[src/rtl/leaf_gpu_ingress_queue.sv]
`default_nettype none
// ============================================================================
// Module      : leaf_gpu_ingress_queue
// Description : GPU ingress FIFO for a group leaf router. It uses a registered
//               show-ahead head, drops self-addressed packets and reports
//               occupancy and watermark status. The optional statistics
//               counters are enabled by the macro LEAF_INGRESS_STATS_EN.
// Revision    : 1.0 - initial release
// ============================================================================
module leaf_gpu_ingress_queue #(
    parameter int         DWIDTH     = 16,
    parameter int         FIFO_DEPTH = 8,
    parameter int         ROUTER_ID  = 3,
    parameter logic [3:0] GROUP_ID   = 4'b0110,
    parameter int         AF_LEVEL   = 6,
    localparam int        CW         = $clog2(FIFO_DEPTH + 1)
) (
    input  logic              clk_i,
    input  logic              rst_ni,
    input  logic              flush_i,
    input  logic              gpu_valid_i,
    output logic              gpu_ready_o,
    input  logic [DWIDTH-1:0] gpu_data_i,
    input  logic [5:0]        gpu_dest_i,
    output logic              rtr_valid_o,
    input  logic              rtr_ready_i,
    output logic [DWIDTH-1:0] rtr_data_o,
    output logic [5:0]        rtr_dest_o,
    output logic [CW-1:0]     count_o,
    output logic              almost_full_o,
    output logic              self_drop_o
`ifdef LEAF_INGRESS_STATS_EN
    ,
    output logic [15:0]       pkt_in_cnt_o,
    output logic [15:0]       pkt_out_cnt_o,
    output logic [15:0]       drop_cnt_o
`endif
);

    localparam int              AW         = $clog2(FIFO_DEPTH);
    localparam int              EW         = DWIDTH + 6;
    localparam logic [5:0]      LOCAL_ADDR = {GROUP_ID, 2'(ROUTER_ID)};
    localparam logic [CW-1:0]   CNT_ONE    = CW'(1);
    localparam logic [CW-1:0]   CNT_FULL   = CW'(FIFO_DEPTH);
    localparam logic [CW-1:0]   CNT_AF     = CW'(AF_LEVEL);

    localparam logic [0:0]      ST_EMPTY   = 1'b0;
    localparam logic [0:0]      ST_HOLD    = 1'b1;

    logic [EW-1:0]     mem_q [FIFO_DEPTH];
    logic [AW-1:0]     wr_ptr_q, wr_ptr_d;
    logic [AW-1:0]     rd_ptr_q, rd_ptr_d;
    logic [CW-1:0]     count_q, count_d;
    logic [0:0]        state_q, state_d;
    logic [EW-1:0]     head_d;
    logic [DWIDTH-1:0] rtr_data_q;
    logic [5:0]        rtr_dest_q;
    logic              self_drop_q;

    logic              w_full;
    logic              w_hs;
    logic              w_self;
    logic              w_push;
    logic              w_drop;
    logic              w_pop;
    logic [AW-1:0]     w_rd_next;
    logic [EW-1:0]     w_in_entry;

    // Ready is forced low while reset is held and during a flush cycle.
    assign w_full      = (count_q == CNT_FULL);
    assign gpu_ready_o = rst_ni && !w_full && !flush_i;

    assign w_hs       = gpu_valid_i && gpu_ready_o;
    assign w_self     = (gpu_dest_i == LOCAL_ADDR);
    assign w_push     = w_hs && !w_self && !w_full;
    assign w_drop     = w_hs && w_self;
    assign w_pop      = (state_q == ST_HOLD) && rtr_ready_i && !flush_i && (count_q != '0);
    assign w_rd_next  = rd_ptr_q + AW'(1);
    assign w_in_entry = {gpu_dest_i, gpu_data_i};

    always_comb begin
        state_d  = state_q;
        wr_ptr_d = wr_ptr_q;
        rd_ptr_d = rd_ptr_q;
        count_d  = count_q;
        head_d   = {rtr_dest_q, rtr_data_q};
        if (flush_i) begin
            state_d  = ST_EMPTY;
            wr_ptr_d = '0;
            rd_ptr_d = '0;
            count_d  = '0;
        end else begin
            if (w_push) begin
                wr_ptr_d = wr_ptr_q + AW'(1);
            end
            if (w_pop) begin
                rd_ptr_d = w_rd_next;
            end
            case ({w_push, w_pop})
                2'b10:   count_d = count_q + CNT_ONE;
                2'b01:   count_d = count_q - CNT_ONE;
                default: count_d = count_q;
            endcase
            // The head register always mirrors the oldest stored entry; when
            // the last entry leaves alongside a push, the new packet bypasses
            // memory so it shows up without a bubble.
            case (state_q)
                ST_EMPTY: begin
                    if (w_push) begin
                        state_d = ST_HOLD;
                        head_d  = w_in_entry;
                    end
                end
                ST_HOLD: begin
                    if (w_pop) begin
                        if (count_q != CNT_ONE) begin
                            head_d = mem_q[w_rd_next];
                        end else if (w_push) begin
                            head_d = w_in_entry;
                        end else begin
                            state_d = ST_EMPTY;
                        end
                    end
                end
                default: state_d = ST_EMPTY;
            endcase
        end
    end

    always_ff @(posedge clk_i) begin
        if (w_push) begin
            mem_q[wr_ptr_q] <= w_in_entry;
        end
    end

    always_ff @(posedge clk_i or negedge rst_ni) begin
        if (!rst_ni) begin
            state_q     <= ST_EMPTY;
            wr_ptr_q    <= '0;
            rd_ptr_q    <= '0;
            count_q     <= '0;
            rtr_data_q  <= '0;
            rtr_dest_q  <= '0;
            self_drop_q <= 1'b0;
        end else begin
            state_q     <= state_d;
            wr_ptr_q    <= wr_ptr_d;
            rd_ptr_q    <= rd_ptr_d;
            count_q     <= count_d;
            {rtr_dest_q, rtr_data_q} <= head_d;
            self_drop_q <= w_drop;
        end
    end

    assign rtr_valid_o   = (state_q == ST_HOLD);
    assign rtr_data_o    = rtr_data_q;
    assign rtr_dest_o    = rtr_dest_q;
    assign count_o       = count_q;
    assign almost_full_o = (count_q >= CNT_AF);
    assign self_drop_o   = self_drop_q;

`ifdef LEAF_INGRESS_STATS_EN
    logic [15:0] pkt_in_cnt_q;
    logic [15:0] pkt_out_cnt_q;
    logic [15:0] drop_cnt_q;

    // Saturating event counters; flush deliberately leaves them untouched.
    always_ff @(posedge clk_i or negedge rst_ni) begin
        if (!rst_ni) begin
            pkt_in_cnt_q  <= '0;
            pkt_out_cnt_q <= '0;
            drop_cnt_q    <= '0;
        end else begin
            if (w_push && (pkt_in_cnt_q != 16'hFFFF)) begin
                pkt_in_cnt_q <= pkt_in_cnt_q + 16'd1;
            end
            if (w_pop && (pkt_out_cnt_q != 16'hFFFF)) begin
                pkt_out_cnt_q <= pkt_out_cnt_q + 16'd1;
            end
            if (self_drop_q && (drop_cnt_q != 16'hFFFF)) begin
                drop_cnt_q <= drop_cnt_q + 16'd1;
            end
        end
    end

    assign pkt_in_cnt_o  = pkt_in_cnt_q;
    assign pkt_out_cnt_o = pkt_out_cnt_q;
    assign drop_cnt_o    = drop_cnt_q;
`endif

endmodule
`default_nettype wire

[config.mk]
export PLATFORM = sky130hd
export DESIGN_NAME = leaf_gpu_ingress_queue
export DESIGN_NICKNAME = d
export VERILOG_FILES = /design/src/rtl/leaf_gpu_ingress_queue.sv
export SDC_FILE = /design/constraint.sdc
export NUM_CORES = 1
export LEC_CHECK = 0
export ABC_AREA = 1
export CAP_MARGIN = 10
export CORE_ASPECT_RATIO = 0.8
export CORE_MARGIN = 5
export CORE_UTILIZATION = 38
export CTS_BUF_LIST = sky130_fd_sc_hd__clkbuf_8
export CTS_CLUSTER_DIAMETER = 30
export DETAILED_ROUTE_END_ITERATION = 6
export PLACE_DENSITY = 0.63
export SYNTH_ARGS = -nofsm -noshare
export SYNTH_HDL_FRONTEND = slang
export SYNTH_SLANG_ARGS = --single-unit
[constraint.sdc]
create_clock -name clk_i -period 3.65 [get_ports clk_i]
set_clock_uncertainty 0.2 [all_clocks]
set_input_delay 0.73 -clock clk_i [delete_from_list [all_inputs] [get_ports clk_i]]
set_output_delay 0.73 -clock clk_i [all_outputs]
set_load 0.02 [all_outputs]
* Yosys cells after proc, flatten, opt, wreduce, memory -nomap -nowiden
Memory sizes are Yosys's and may differ from the RTL's.
Index checks and enable logic that the tools add are counted.
** Storage, ports and cells
- Memories kept :: 1
- Bits in writable memories :: 176
- Register bits :: 34
- Output and inout port bits :: 30
** Operators by class
- Bitwise logic cells :: 2
- Eq/ne operators :: 6
- $lt $le $gt $ge :: 1
- Reductions and logical operators :: 17
- Muxes and demuxes :: 16
- $add $sub $neg :: 4
** Memory list
- mem_q :: words 8, bits a word 22, rd ports 1, clocked after memory_dff 0, wr ports 1, RTL line 50 : logic [EW-1:0] mem_q [FIFO_DEPTH];
** Operator list (count)
- two-way mux 22 bit :: 3
- one-hot mux 22 bit (2 select lines) :: 1
- two-way mux 3 bit :: 4
- logical AND 1 bit :: 9
- one-hot mux 4 bit (2 select lines) :: 1
- adder 3 x 1 -> 3 bit (second input constant) :: 2
- == test 6 x 5 -> 1 bit (second input constant) :: 1
- two-way mux 1 bit :: 5
- adder 4 x 1 -> 4 bit (second input constant) :: 1
- == test 4 bit (second input constant) :: 1
- greater-or-equal comparator 4 x 3 -> 1 bit (second input constant) :: 1
- two-way mux 4 bit :: 1
- != test 4 x 1 -> 1 bit (second input constant) :: 1
- nonzero test 2 bit :: 2
- nonzero test 4 bit :: 1
- subtractor 4 x 1 -> 4 bit (second input constant) :: 1
- zero test 1 bit :: 3
- nonzero test 3 bit :: 1
- == test 2 x 1 -> 1 bit (second input constant) :: 1
- == test 2 bit (second input constant) :: 1
- != test 2 x 1 -> 1 bit (second input constant) :: 1
- inverter 1 bit :: 2
- one-hot mux 1 bit (2 select lines) :: 1
- AND reduction 2 bit :: 1

* Depth between registers and ports, before layout
Gate-level depths: netlist of the first run.
- Word-level depth :: 12
- Gate-level depth with buffers :: 12
- Gate-level depth less buffers :: 11

* Least setup slack after synthesis of the first run
No wires, ideal clock.
- Path type :: flip-flop to flip-flop
- Start point :: register count_q[0] (netlist: count_o[0])
- End point :: memory mem_q[1][0] in the netlist's numbering (enable)
- Stages on the path, launching flop included :: 11
- Arrival :: 2.672 ns
- Setup time :: 0.401 ns
- Setup slack :: 0.377 ns
- Cell sequence :: dfrtp_1 -> inv_1 -> ha_1 -> nand2_1 -> nor2_1 -> nor2_2 -> nand3_2 -> inv_2 -> buf_6 -> nand2_1 -> nor2_1
** On the way
- Cells in the longest elaborated chain, start to end :: 9
** Ends and longest elaborated chain
- start: declaration :: RTL line 53 : logic [CW-1:0] count_q, count_d;
- start signal: assignment :: RTL line 149 : count_q <= count_d;
- == test 4 bit :: RTL line 70 : assign w_full = (count_q == CNT_FULL);
- zero test 1 bit :: RTL line 71 : assign gpu_ready_o = rst_ni && !w_full && !flush_i;
- logical AND 1 bit (2 in series) :: RTL line 71
- via gpu_ready_o :: RTL line 22 : output logic gpu_ready_o,
- logical AND 1 bit :: RTL line 73 : assign w_hs = gpu_valid_i && gpu_ready_o;
- logical AND 1 bit (2 in series) :: RTL line 75 : assign w_push = w_hs && !w_self && !w_full;
- two-way mux 1 bit :: RTL line 131 : if (w_push) begin
- two-way mux 1 bit (implied by the code) :: RTL line 132 : mem_q[wr_ptr_q] <= w_in_entry;
- end: declaration :: RTL line 50
The timed path passes the listed nets, and every way through them passes these cells.

* Worst setup path after layout of the first run
- Start point :: register count_q[1] (netlist: count_o[1])
- End point :: output port gpu_ready_o
** On the way
- Cells in the longest elaborated chain, start to end :: 4
** Ends and longest elaborated chain (RTL line)
- == test 4 bit :: 70
- zero test 1 bit :: 71
- logical AND 1 bit (2 in series) :: 71
- end: declaration :: 22
Every way passes these cells.

==> results of run 1 <==
==> logic make-up (layout without fill, tap and decap cells) <==
| logic type | Yosys count | in the layout | synth area share |
|---|---|---|---|
| buffers and inverters | 85 | 202 | 0.0472 |
| AND/OR/NAND/NOR | 547 | 547 | 0.260 |
| adder cells (fa/ha/maj) | 6 | 6 | 0.00821 |
| flip-flops | 210 | 210 | 0.671 |
| AO/OA/AOI/OAI | 12 | 12 | 0.00808 |
| XOR/XNOR | 5 | 5 | 0.00561 |
==> final cells by class <==
cell class,count,area share
clock buffers,44,0.0553
clock inverters,31,0.0226
inverters,38,0.0133
multi-input cells,570,0.237
flip-flops and latches,210,0.561
well taps,312,0.0357
repair buffers,89,0.0756
==> worst max-delay path, cell delays in order, from the launching register on <==
cell	delay, ns
dfrtp_1	0.46
inv_1	0.14
ha_1	0.26
nand2_1	0.09
nor2_1	0.05
nor2_2	0.14
clkdlybuf4s50_1	0.62
==> synth_stat cells (all sizes together) <==
cell type  count  share of area
o21ai          7         0.0038
ha             6         0.0082
nor3b          1        0.00082
nand2        335           0.14
inv           38          0.016
xor2           2         0.0019
xnor2          3         0.0037
o211ai         1        0.00082
a21oi          4         0.0034
buf           35          0.026
nand4          1        0.00068
nor3           2         0.0011
or2            1        0.00068
clkbuf        12         0.0049
dfrtp         34          0.093
nand3        190           0.11
nor2          17         0.0073
edfxtp       176           0.58
==> cell usage in the layout, fill, tap and decap left out, types with 5 or more instances in the layout <==
| master | netlist | final |
|---|---|---|
| clkinv_2 | 0 | 5 |
| buf_4 | 5 | 31 |
| nand2_2 | 20 | 20 |
| edfxtp_1 | 176 | 176 |
| nor2_1 | 16 | 7 |
| nand2_1 | 314 | 314 |
| clkbuf_8 | 0 | 44 |
| nor2_2 | 1 | 10 |
| clkdlybuf4s50_1 | 0 | 55 |
| inv_1 | 34 | 42 |
| ha_1 | 6 | 6 |
| nand3_1 | 188 | 188 |
| dfrtp_1 | 34 | 33 |
| clkinv_1 | 0 | 9 |
==> sequential cells by signal, summed over array words and instances (netlist names) <==
register	count
rtr_dest_o	6
mem_q	176
rtr_valid_o	1
wr_ptr_q	3
self_drop_o	1
count_o	4
rtr_data_o	16
rd_ptr_q	3
==> metal layers <==
metal	global-route usage	wire length, um	up-vias
met5	0	0	-
met4	0.0633	608	0
met3	0.0323	1320	53
met2	0.274	10800	213
met1	0.233	10100	3057
li1	-	-	3112
==> worst min-delay path by stage <==
stage | endpoint | cells after the start | slack, ns | startpoint
6_report | wr_ptr_q[2] | 2 | 0.13 | rst_ni
5_1_grt | rtr_data_o[3] | 2 | 0.15 | rst_ni
4_1_cts | rtr_data_o[3] | 2 | 0.12 | rst_ni
3_5_place_dp | rtr_data_o[13] | 2 | 0.31 | rtr_data_o[13]
3_3_place_gp | rtr_data_o[15] | 2 | 0.30 | rtr_data_o[15]
2_1_floorplan | count_o[0] | 0 | 0.23 | rst_ni
==> power by group through the flow <==
stage / Combinational [mW] / Sequential [mW] / Clock (mW)
2_1_floorplan: 0.512 / 3.02 / 0
3_3_place_gp: 1.08 / 2.91 / 0
3_5_place_dp: 1.09 / 2.91 / 0
4_1_cts: 1.10 / 2.86 / 2.46
5_1_grt: 1.20 / 2.88 / 2.59
6_report: 1.08 / 2.86 / 2.41
==> out/metrics.cfg, run 1 <==
[layout]
drive_gt1_frac=0.134
final_area_sq_um=10900
fin_util=0.465
fin_cells=1294
layout.nets=983
n_fill_cell=2224
regArea_sq_um=6140
multi_input_area_sq_um=2590
antenna_cells=0
area.growth.synth_to_final_pct=19.8

[yosys]
ys_ff_latch=210
syn_area_sq_um=9140
seq_area_frac_synth=0.671
synthCells=865
ys_types=32
ys_warn_count=0
avgSynthCellArea_sq_um=10.6
synth.net_count=898

[timing]
setup_ws_ns=0.447
slew_headroom=0.328
min_period_ns=3.20
fmax_mhz=312
finalSetupViolations=0
finalCritPeriodShare=0.878
worst_pin_slew_ns=1.01
rsz0062_at_grt=no
drv_slew=0
hold_slack_ns=0.132
fin_setup_tns_ns=0
final_hold_viol_count=0

[detailed_routing]
wire_per_inst_um=17.6
first_pass_iters=5
ant_nets=0
wl_um=22800
dr.first_iter.drc_count=624
routed_via_density=4.97
num_vias=6435
drc=0

[setup_path]
endpoint=gpu_ready_o
critPathKind=flip-flop to output port
r2r_end=mem_q[2][11]
critPathArrivalTime_ns=2.27
endpoint_kind=output port
required_ns=2.72
reg2reg_depth=10
r2r_slack_ns=1.09
path_max_fanout=6
critPathLaunch=count_o[1]
timing.rr.start=count_o[1]
start_kind=flip-flop

[placement]
placed_area_sq_um=10100
place_congestion=0.773
dp_slack_ns=0.454
port_buffers=56
dp_hpwl_um=13100
dp.cells=1219

[global_route]
gr-total-overflow=0
grt_pass1_vias=6573
grt_max_degree=89
grt_usage=0.171
antenna_found_initial=0
grt_first_pass_wirelength_um=36500

[clock_tree]
h-tree-depth=2
insertion_delay_ns=0.53
post_cts_buffers=0
cts_buffers=41
cts.sinks=210
clock-root-buffer=clkbuf_8
clockBufferDepth=3
cts_tree=built
cts_hold_buf=0
clkTransAtPathRegs_ns=0.06
cts.repair.resized=0

[power]
power_density_nw_per_um2=580
combPwrFrac=0.170
p_int_mw=4.58
switchingPower_mw=1.77
finalPower_mw=6.35
pwr-share-clk=0.379
p_leak_nw=4.34
vdd_drop_max_v=0.000232
seqPwrFrac=0.451
p_sw_frac=0.279

[die]
pin_count=57
die_y_um=149
die_w_um=183
die-area_sq_um=27300
core.rowCount=50
initial_core_util=0.389
core-area_sq_um=23500

[run]
max_cap_violations=0

[worst_hold_path]
hp-class=primary input to async pin

[run_status]
status=completed

No activity file was read; power rests on OpenSTA's default activity.
==> inputs of run 2 (changes only) <==
Settings changed: REMOVE_ABC_BUFFERS from default to 1.
==> run 2 against run 1 <==
Die area unchanged. Combinational power about the same. Sequential power about the same. Hold slack better by 0.054 ns. Sequential share of layout area up 0.28 points. Count of clock-buffer cells in the layout unchanged. Core utilization down 0.23 points. Global-route usage down 0.21 points. Via count up 0.12%. Power down 0.69%. Critical path type is now primary input to output port.
==> out/metrics.cfg, run 2 (synthesis results as in run 1) <==
[detailed_routing]
num_vias=6443  ; was 6,435
drc=0  ; unchanged
routed_via_density=5.03  ; was 4.97
first_pass_iters=7  ; was 5
dr.first_iter.drc_count=464  ; was 624
wire_per_inst_um=17.6  ; about the same
ant_nets=0  ; unchanged
wl_um=22600  ; was 22,800 um

[timing]
min_period_ns=3.18  ; was 3.20 ns
drv_slew=0  ; unchanged
hold_slack_ns=0.186  ; was 0.132 ns
fin_setup_tns_ns=0  ; unchanged
finalSetupViolations=0  ; unchanged
setup_ws_ns=0.467  ; was 0.447 ns
slew_headroom=0.289  ; was 0.328
final_hold_viol_count=0  ; unchanged
finalCritPeriodShare=0.872  ; was 0.878
fmax_mhz=314  ; was 312 MHz
rsz0062_at_grt=no  ; unchanged
worst_pin_slew_ns=1.06  ; was 1.01 ns

[clock_tree]
clkTransAtPathRegs_ns=0.06  ; about the same
cts_buffers=41  ; unchanged
h-tree-depth=2  ; unchanged
cts_hold_buf=0  ; unchanged
cts.repair.resized=0  ; unchanged
clockBufferDepth=3  ; unchanged
post_cts_buffers=0  ; unchanged
cts.sinks=210  ; unchanged
insertion_delay_ns=0.52  ; was 0.53 ns
cts_tree=built  ; unchanged
clock-root-buffer=clkbuf_8  ; unchanged

[layout]
fin_util=0.463  ; was 0.465
top_register=mem_q  ; unchanged
final_cell_mix=314 x nand2_1, 188 x nand3_1, 176 x edfxtp_1, 55 x clkdlybuf4s50_1  ; was 314 x nand2_1, 188 x nand3_1, 176 x edfxtp_1, 55 x clkdlybuf4s50_1, 44 x clkbuf_8
fin_cells=1281  ; was 1,294
area.growth.synth_to_final_pct=19.2  ; was 19.8%
final_common_cell=nand2_1  ; unchanged
antenna_cells=0  ; unchanged
drive_gt1_frac=0.125  ; was 0.134
largest_reg_flops=176  ; unchanged
layout.nets=974  ; was 983

[run]
max_cap_violations=0  ; unchanged

[die]
die-area_sq_um=27300  ; unchanged
die_y_um=149  ; unchanged
core-area_sq_um=23500  ; unchanged
die_w_um=183  ; unchanged
pin_count=57  ; unchanged
initial_core_util=0.389  ; unchanged
core.rowCount=50  ; unchanged

[run_status]
status=completed  ; unchanged

[placement]
dp_hpwl_um=12700  ; was 13,100 um
dp_slack_ns=0.414  ; was 0.454 ns
dp.cells=1210  ; was 1,219
place_congestion=0.796  ; was 0.773
port_buffers=56  ; unchanged

[global_route]
grt_usage=0.169  ; was 0.171
grt_max_degree=87  ; was 89
gr-total-overflow=0  ; unchanged
antenna_found_initial=0  ; unchanged
grt_pass1_vias=6322  ; was 6,573
grt_first_pass_wirelength_um=35900  ; was 36,500 um

[setup_path]
path_max_fanout=9  ; was 6
endpoint_kind=output port  ; unchanged
start_kind=primary input  ; was flip-flop
r2r_slack_ns=1.04  ; was 1.09 ns
required_ns=2.72  ; about the same
timing.rr.start=count_o[1]  ; unchanged
reg2reg_depth=10  ; unchanged
critPathArrivalTime_ns=2.25  ; was 2.27 ns
r2r_end=mem_q[7][3]  ; was mem_q[2][11]
critPathKind=primary input to output port  ; was flip-flop to output port

[power]
p_leak_nw=4.31  ; was 4.34 nW
vdd_drop_max_v=0.000197  ; was 0.000232 V
power_density_nw_per_um2=579  ; was 580 nW/um^2

[worst_hold_path]
hp-class=primary input to async pin  ; unchanged

==> run 2: cell type report <==
type,instances,area [sq um]
clock buffer,44,606
sequential,210,6140
tap,312,390
multi-input combinational,570,2590
timing repair buffer,80,798
fill,2226,12600
inverter,38,145
clock inverter,27,223
==> run 2: worst max-delay path by stage <==
| stage | endpoint | from | cells past startpoint | slack (ns) |
|---|---|---|---|---|
| 2_1_floorplan | mem_q[1][0] | count_o[0] | 9 | -0.34 |
| 4_1_cts | gpu_ready_o | count_o[1] | 6 | 0.45 |
| 6_report | gpu_ready_o | flush_i | 5 | 0.47 |
| 5_1_grt | gpu_ready_o | count_o[1] | 6 | 0.35 |
| 3_3_place_gp | mem_q[7][13] | gpu_dest_i[1] | 9 | 0.46 |
| 3_5_place_dp | mem_q[7][8] | gpu_dest_i[1] | 9 | 0.41 |
==> run 2: report_power, final <==
part | total (mW) | switching (mW) | leakage (nW) | internal, mW
sequential | 2.85 | 0.122 | 2.02 | 2.73
clock | 2.37 | 0.978 | 0.462 | 1.40
combinational | 1.08 | 0.635 | 1.82 | 0.444
==> run 2: stage by stage <==
step	power (mW)	area (sq um)
after global routing	6.62	10900
final	6.31	10900
after CTS	6.37	10900
after floorplan	3.49	8850
after global placement	3.97	10100
after detailed placement	3.99	10100
==> run 2: metal layers <==
| layer | GRT usage | wire (um) | vias up |
|---|---|---|---|
| met2 | 0.261 | 10300 | 198 |
| met3 | 0.0323 | 1360 | 45 |
| met5 | 0 | 0 | - |
| met1 | 0.243 | 10500 | 3106 |
| met4 | 0.0517 | 442 | 0 |
| li1 | - | - | 3094 |
==> run 2: worst max-delay path: stages <==
cell,delay (ns)
clkdlybuf4s50_1,0.53
inv_4,0.17
nand2_4,0.06
nor2_2,0.14
clkdlybuf4s50_1,0.63
==> inputs of run 3 (changes only) <==
--- a/constraint.sdc
+++ b/constraint.sdc
@@ -4,2 +4,2 @@
 set_output_delay 0.73 -clock clk_i [all_outputs]
-set_load 0.02 [all_outputs]
+set_load 0.1 [all_outputs]
==> run 3 against run 2 <==
Via count is 0.79% higher. Non-clock buffer count increased by 7. Clock power grew 21%. Critical path depth shrank 4. Register-to-register slack worse by 0.07 ns. Routed wire length is 2.7% higher. Global-route usage down 0.14 points. Die area unchanged. Count of clock-buffer cells in the layout stayed put. Critical path type is now flip-flop to output port. Largest power group unchanged.
==> out/metrics.cfg, run 3 (synthesis results as in run 1) <==
[run_status]
status=completed  ; unchanged

[global_route]
grt_first_pass_wirelength_um=35800  ; was 35,900 um
antenna_found_initial=0  ; unchanged
grt_max_degree=91  ; was 87
grt_pass1_vias=6388  ; was 6,322
grt_usage=0.168  ; was 0.169
gr-total-overflow=0  ; unchanged

[layout]
area.growth.synth_to_final_pct=20.8  ; was 19.2%
final_area_sq_um=11000  ; was 10,900 sq um
fin_cells=1294  ; was 1,281
antenna_cells=0  ; unchanged
largest_reg_flops=176  ; unchanged
top_register=mem_q  ; unchanged
layout.nets=982  ; was 974
n_fill_cell=2221  ; was 2,226
final_cell_mix=314 x nand2_1, 188 x nand3_1, 176 x edfxtp_1, 57 x buf_4  ; was 314 x nand2_1, 188 x nand3_1, 176 x edfxtp_1, 55 x clkdlybuf4s50_1
final_common_cell=nand2_1  ; unchanged
drive_gt1_frac=0.171  ; was 0.125

[detailed_routing]
drc=0  ; unchanged
wire_per_inst_um=17.9  ; was 17.6 um
first_pass_iters=5  ; was 7
ant_nets=0  ; unchanged
dr.first_iter.drc_count=494  ; was 464
wl_um=23200  ; was 22,600 um
routed_via_density=5.02  ; was 5.03
num_vias=6494  ; was 6,443

[power]
power_density_nw_per_um2=677  ; was 579 nW/um^2
finalPower_mw=7.47  ; was 6.31 mW
vdd_drop_max_v=0.000457  ; was 0.000197 V
p_leak_nw=4.44  ; was 4.31 nW

[clock_tree]
cts_tree=built  ; unchanged
h-tree-depth=2  ; unchanged
clkTransAtPathRegs_ns=0.06  ; about the same
clock-root-buffer=clkbuf_8  ; unchanged
clockBufferDepth=3  ; unchanged
cts.repair.resized=0  ; unchanged
cts_hold_buf=0  ; unchanged
post_cts_buffers=0  ; unchanged
cts.sinks=210  ; unchanged
insertion_delay_ns=0.53  ; was 0.52 ns
cts_buffers=42  ; was 41

[setup_path]
critPathLaunch=self_drop_o  ; was flush_i
critPathTopFamily=buffers and inverters  ; unchanged
required_ns=2.72  ; about the same
path_max_fanout=1  ; was 9
timing.rr.start=count_o[1]  ; unchanged
endpoint_kind=output port  ; unchanged
crit_buf_inv=1  ; was 3
critPathArrivalTime_ns=1.98  ; was 2.25 ns
r2r_slack_ns=0.97  ; was 1.04 ns
crit_chain=clkdlybuf4s50_1  ; was clkdlybuf4s50_1, inv_4, nand2_4, nor2_2, clkdlybuf4s50_1
critPathKind=flip-flop to output port  ; was primary input to output port
start_kind=flip-flop  ; was primary input
slowest_delay_ns=1.13  ; was 0.63 ns
crit_slowest_cell=clkdlybuf4s50_1  ; unchanged

[placement]
dp.cells=1217  ; was 1,210
placed_area_sq_um=10000  ; was 10,100 sq um
dp_hpwl_um=13300  ; was 12,700 um
port_buffers=56  ; unchanged
place_congestion=0.781  ; was 0.796

[timing]
finalCritPeriodShare=0.797  ; was 0.872
worst_pin_slew_ns=1.00  ; was 1.06 ns
final_hold_viol_count=0  ; unchanged
slew_headroom=0.331  ; was 0.289
min_period_ns=2.91  ; was 3.18 ns
fmax_mhz=344  ; was 314 MHz
drv_slew=0  ; unchanged
rsz0062_at_grt=no  ; unchanged
hold_slack_ns=0.163  ; was 0.186 ns
finalSetupViolations=0  ; unchanged

[die]
die_w_um=183  ; unchanged
die_y_um=149  ; unchanged
core-area_sq_um=23500  ; unchanged
initial_core_util=0.389  ; unchanged
core.rowCount=50  ; unchanged
die-area_sq_um=27300  ; unchanged
pin_count=57  ; unchanged

[worst_hold_path]
hp-class=primary input to async pin  ; unchanged

[run]
max_cap_violations=0  ; unchanged

run 3: cell count changes in the layout (fill, tap and decap cells not counted):
cell / change
clkdlybuf4s50_1: -29
clkinv_2: -4
inv_6: +2
bufinv_16: +5
buf_4: +38
clkinv_4: +1
clkinvlp_4: +7
buf_12: -2
clkinv_1: -5
run 3: report_power, final:
group	leakage, nW	internal (mW)	switching [mW]	total [mW]
combinational	1.90	0.403	1.34	1.74
clock	0.523	1.79	1.08	2.86
sequential	2.02	2.73	0.130	2.86
total	4.44	4.92	2.55	7.47
run 3: through the flow:
stage	worst slack (ns)	TNS, ns	utilization
after floorplan	-1.87	-342.39	-
after global placement	0.477	0	0.426
after detailed placement	0.427	0	0.426
after CTS	0.698	0	0.469
after global routing	0.686	0	0.469
final	0.742	0	0.469
run 3: layer usage:
layer,up-vias,global-route usage,part of all wire
met5,-,0,0
met4,0,0.0529,0.019
met3,41,0.0320,0.054
met2,193,0.264,0.45
met1,3150,0.236,0.47
li1,3110,-,-
run 3: area by class of cell:
cell class,instances,area (sq um),share of cell area
clock buffers,44,606,0.0549
clock inverters,33,413,0.0374
inverters,38,145,0.0131
multi-input cells,570,2590,0.235
flip-flops and latches,210,6140,0.556
well taps,312,390,0.0354
repair buffers,87,753,0.0682
run 3: path summary, 6_finish.rpt:
path / endpoint / cells after the start
worst max register to register: mem_q[0][7] / 10
worst min-delay path: rtr_dest_o[3] / 2
worst min register to register: rtr_dest_o[1] / 2
max in group asynchronous: rd_ptr_q[0] / 2
worst max-delay path: self_drop_o / 1
min in group clk_i: rtr_dest_o[1] / 2
